### src/rtl/uart_rx.sv
// uart_rx: 8N1 UART receiver with a 16x oversampling tick generator and a valid/ack byte handshake.
module uart_rx #(
    parameter int DATA_BITS = 8,
    parameter int DIV_2400  = 1302,
    parameter int DIV_4800  = 651,
    parameter int DIV_9600  = 326,
    parameter int DIV_19200 = 163
) (
    input  logic                 clock,
    input  logic                 reset,
    input  logic [1:0]           baud_rate,
    input  logic                 rx,
    output logic [DATA_BITS-1:0] rx_data,
    output logic                 rx_valid,
    input  logic                 rx_ack,
    output logic                 framing_error,
    output logic                 overrun_error,
    output logic                 busy
);
    typedef enum logic [1:0] {IDLE, START, DATA, STOP} state_t;
    state_t state, state_n;
    logic rx_m, rx_s, rx_d;
    logic [1:0] div_sel;
    logic [10:0] cnt, div_m1;
    logic tick, start_edge, load, ferr;
    logic [3:0] sample_cnt, sample_n;
    logic [2:0] bit_cnt, bit_n;
    logic [DATA_BITS-1:0] shift, shift_n;

    assign start_edge = rx_d & ~rx_s;
    assign div_m1 = div_sel == 2'd0 ? 11'(DIV_2400 - 1) :
                    div_sel == 2'd1 ? 11'(DIV_4800 - 1) :
                    div_sel == 2'd2 ? 11'(DIV_9600 - 1) : 11'(DIV_19200 - 1);
    assign tick = cnt == div_m1;
    assign busy = state != IDLE;

    // Tick phase is aligned to the start edge because the counter sits at 0 while idle.
    always_ff @(posedge clock or posedge reset) begin
        if (reset) begin
            rx_m    <= 1'b1;
            rx_s    <= 1'b1;
            rx_d    <= 1'b1;
            cnt     <= '0;
            div_sel <= '0;
        end else begin
            rx_m <= rx;
            rx_s <= rx_m;
            rx_d <= rx_s;
            if (state == IDLE) begin
                cnt <= '0;
                if (start_edge) div_sel <= baud_rate;
            end else begin
                cnt <= tick ? 11'd0 : cnt + 11'd1;
            end
        end
    end

    always_comb begin
        state_n  = state;
        sample_n = sample_cnt;
        bit_n    = bit_cnt;
        shift_n  = shift;
        load     = 1'b0;
        ferr     = 1'b0;
        case (state)
            IDLE: if (start_edge) begin
                state_n  = START;
                sample_n = '0;
                bit_n    = '0;
            end
            START: if (tick) begin
                sample_n = sample_cnt + 4'd1;
                if (sample_cnt == 4'd7) begin
                    state_n  = rx_s ? IDLE : DATA;
                    sample_n = '0;
                end
            end
            DATA: if (tick) begin
                sample_n = sample_cnt + 4'd1;
                if (sample_cnt == 4'd15) begin
                    shift_n[bit_cnt] = rx_s;
                    bit_n = bit_cnt + 3'd1;
                    if (bit_cnt == 3'(DATA_BITS - 1)) state_n = STOP;
                end
            end
            STOP: if (tick) begin
                sample_n = sample_cnt + 4'd1;
                if (sample_cnt == 4'd15) begin
                    state_n = IDLE;
                    load    = rx_s;
                    ferr    = ~rx_s;
                end
            end
            default: state_n = IDLE;
        endcase
    end

    // A new byte always wins over a same-clock ack; only an unacked byte is overrun.
    always_ff @(posedge clock or posedge reset) begin
        if (reset) begin
            state         <= IDLE;
            sample_cnt    <= '0;
            bit_cnt       <= '0;
            shift         <= '0;
            rx_data       <= '0;
            rx_valid      <= 1'b0;
            framing_error <= 1'b0;
            overrun_error <= 1'b0;
        end else begin
            state         <= state_n;
            sample_cnt    <= sample_n;
            bit_cnt       <= bit_n;
            shift         <= shift_n;
            framing_error <= ferr;
            overrun_error <= load & rx_valid & ~rx_ack;
            if (load) begin
                rx_data  <= shift_n;
                rx_valid <= 1'b1;
            end else if (rx_ack) begin
                rx_valid <= 1'b0;
            end
        end
    end
endmodule

### config.mk
export PLATFORM = sky130hd
export DESIGN_NAME = uart_rx
export DESIGN_NICKNAME = d
export VERILOG_FILES = /design/src/rtl/uart_rx.sv
export SDC_FILE = /design/constraint.sdc
export NUM_CORES = 1
export LEC_CHECK = 0
export BUFFER_PORTS_ARGS = -buffer_cell sky130_fd_sc_hd__buf_4
export CORE_MARGIN = 2
export CORE_UTILIZATION = 35
export CTS_BUF_LIST = sky130_fd_sc_hd__clkbuf_8
export CTS_CLUSTER_SIZE = 8
export DETAILED_ROUTE_END_ITERATION = 10
export GPL_ROUTABILITY_DRIVEN = 0
export HOLD_SLACK_MARGIN = 0.02
export SLEW_MARGIN = 20
export SYNTH_ARGS = -nofsm -noshare
export SYNTH_HDL_FRONTEND = slang
export SYNTH_SLANG_ARGS = --single-unit
### constraint.sdc
create_clock -name clock -period 2.7 [get_ports clock]
set_input_delay 0.27 -clock clock [delete_from_list [all_inputs] [get_ports clock]]
set_output_delay 0.27 -clock clock [all_outputs]
set_load 0.005 [all_outputs]
==> impl_results.md <==
* Slew Viols, Final at 0
* Die ar. at 7330 sq um
* Setup crit end kind: flip-flop
* Num CTS Buffers at 5
* Antenna cells at 0
* Synth Warn # at 0
* Total Routing Usage GR at 0.142
* Hold EP: rx_m
* Final setup TNS at 0 ps
* Synth cell types at 52
* Dpl cells at 308
* Seq cells post-synth at 44
* Critical Path Fanout Max at 14
* Largest net degree at the start of global routing at 28
* CP Launch Type: flip-flop
* Final setup vio count at 0
* Met2 Routed Length at 2180 microns
* WL met3 at 114 microns
* Setup slack, reg-to-reg at 390 ps
* Vias at 1709
* Fin util at 0.409
* MaxCap Viol Count at 0
* Final net count at 249
* Asr flop ratio synth at 1.00
* Hold Path Class: in -> reg
* Fill cells at 622
* CTS resizes at 0
* Reg-to-Reg End: shift[3]
* Worst Reg-to-Reg Cells at 6
* Via/cell ratio at 5.39
* CP arrival at 2500 ps
* Critical path class: reg -> reg
* DR iter-0 viols at 89
* Layout cell share with drive strength beyond 1 at 0.233
* Post-DP HPWL at 3300 microns
* ANT nets after route at 0
* Vias in the first global route at 1726
* Initial Util at 0.365
* Fmax at 432 MHz
* Mapped Nets at 234
* Core ar. at 6390 sq um
* Clock Latency Late Sink at 300 ps
* Most area-consuming cells after synthesis: dfrtp_1 44%, mux2_2 7.7%, nand2_1 4.0%
* DR WL/cell at 14.8 microns
* Seq/Total Area, Yosys at 0.474
* Global-route wire length before repair at 8360 microns
* Post-synth top area cell: dfrtp_1
* Design Power at 1.57 mW
* Number of enable flip-flop cells after synthesis at 0
* Met1 Routed Length at 2360 microns
* Clk sinks at 44
* Max Used Layer: met4
* Leakage at 1.15 nW
* Hold wc startpoint: rx
* Worst Slack Setup Final at 386 ps
* Grt ovf at 0
* H-tree levels at 2
* Die width at 85.6 microns
* Slew headroom at 0.571
* Setup Skew at 10.2 ps
* Critical path required time at 2880 ps
* IO Count at 18
* Clk root buf: clkbuf_8
* Status: finished clean
* Syn Area/Cell at 10.4 sq um
* Pre-Repair DR Iteration Count at 4
* Final wirelength at 4710 microns
* Die H at 85.6 microns
* Cell Pwr Density at 600 nW/um^2
* Cell with the most instances after synthesis: dfrtp_1
* Top FF cell, synth: dfrtp_1
* Synth top area share at 0.440
* Mapped Cells at 224
* Pre-CTS WS at 482 ps
* Worst slew pin tran at 644 ps
* Std cell rows at 29
* Area grow syn2layout at 12.0%
* Clock slew at reported path FFs at 90 ps
* Hold Fails Final Rpt at 0
* Initial antenna violation count at 0
* Number of remaining DRC errors at 0
* Period Utilization, post-route at 0.857
* Commonest cells in the netlist: 41 x dfrtp_1, 25 x nand2_1, 16 x mux2_2
* Buffers on Ports at 17
* Post-CTS Setup Inserts at 0
* Clock buffer depth at 2
* Worst hold path depth at 1
* Worst r2r src: div_sel[0]
* Peak supply drop at 337 uV
* Final min period at 2310 ps
* CTS tree: done
* Fin cells at 317
* RSZ-0062 raised after global routing: false
* Mapped Area at 2330 sq um
-- cells in the final DEF, fill, tap and decap left out, drive strengths merged, types with 3 or more instances in the layout --
master / n
dfrtp: 41
inv: 3
nand3: 14
nor2: 9
o211ai: 6
ha: 4
nand2: 25
a21oi: 4
dfstp: 3
and3: 3
nand2b: 3
buf: 21
mux2: 16
o21bai: 7
xor2: 5
clkbuf: 5
xnor2: 5
o21ai: 3
nor3: 16
nor4: 11
-- worst max path at each step --
stage                     startpoint  endpoint  slack, ps  depth (start not counted)
final                     div_sel[0]  shift[3]        390                          6
after global routing      div_sel[0]  shift[3]        280                          6
after CTS                 div_sel[0]  shift[3]        460                          6
after detailed placement  div_sel[0]  shift[3]        480                          6
after global placement        cnt[4]  shift[7]        540                          5
after floorplan           div_sel[0]  shift[0]        790                          7
-- report_power, final --
| group | internal (mW) | switching [mW] |
|---|---|---|
| clock network | 0.274 | 0.233 |
| registers | 0.716 | 0.0994 |
| logic | 0.114 | 0.131 |
-- final cells by class --
class	instances	area, sq um	area share
multi-input cells	162	1120	0.427
inverters	4	15.0	0.00575
clock inverters	3	42.5	0.0163
flip-flops and latches	44	1100	0.423
well taps	77	96.3	0.0369
clock buffers	5	68.8	0.0264
repair buffers	22	168	0.0642
-- through the flow --
stage               cell area [sq um]  hold slack [ps]
floorplan                        2330              274
global placement                 2490              309
detailed placement               2490              316
CTS                              2610             66.1
global route                     2610             65.2
finish                           2610             77.5
-- critical path, stage by stage (launching register included) --
cell and delay (ps):
dfrtp_1 510, nand2_1 80, nor4_1 330, o21ai_2 280, buf_4 250, nor4_1 370
mux2_2 380
-- repair_timing --
action                                 in CTS  in global routing
setup endpoints to repair                   0                  0
hold buffers                                1                  0
endpoints found under the hold margin      17                  0
-- state kept, by name, summed over array words and instances (netlist names), named ones only --
register,cells
cnt,11
rx_data,8
shift,8
sample_cnt,4
bit_cnt,3
div_sel,2
framing_error,1
overrun_error,1
rx_d,1
rx_m,1
rx_s,1
rx_valid,1
state,1
-- kinds of logic after synthesis --
family,count (synthesis),synth area share
AND/OR/NAND/NOR,98,0.230
flip-flops,44,0.474
buffers and inverters,18,0.0477
AO/OA/AOI/OAI,33,0.108
multiplexers,17,0.0815
XOR/XNOR,10,0.0376
adder cells (fa/ha/maj),4,0.0215
-- per-layer routing --
metal | vias to the layer above | GRT usage
met3 | 4 | 0.0289
met5 | - | 0
met2 | 21 | 0.216
met4 | 0 | 0.0519
met1 | 845 | 0.201
li1 | 839 | -
Power figures use the tool's default switching activity.
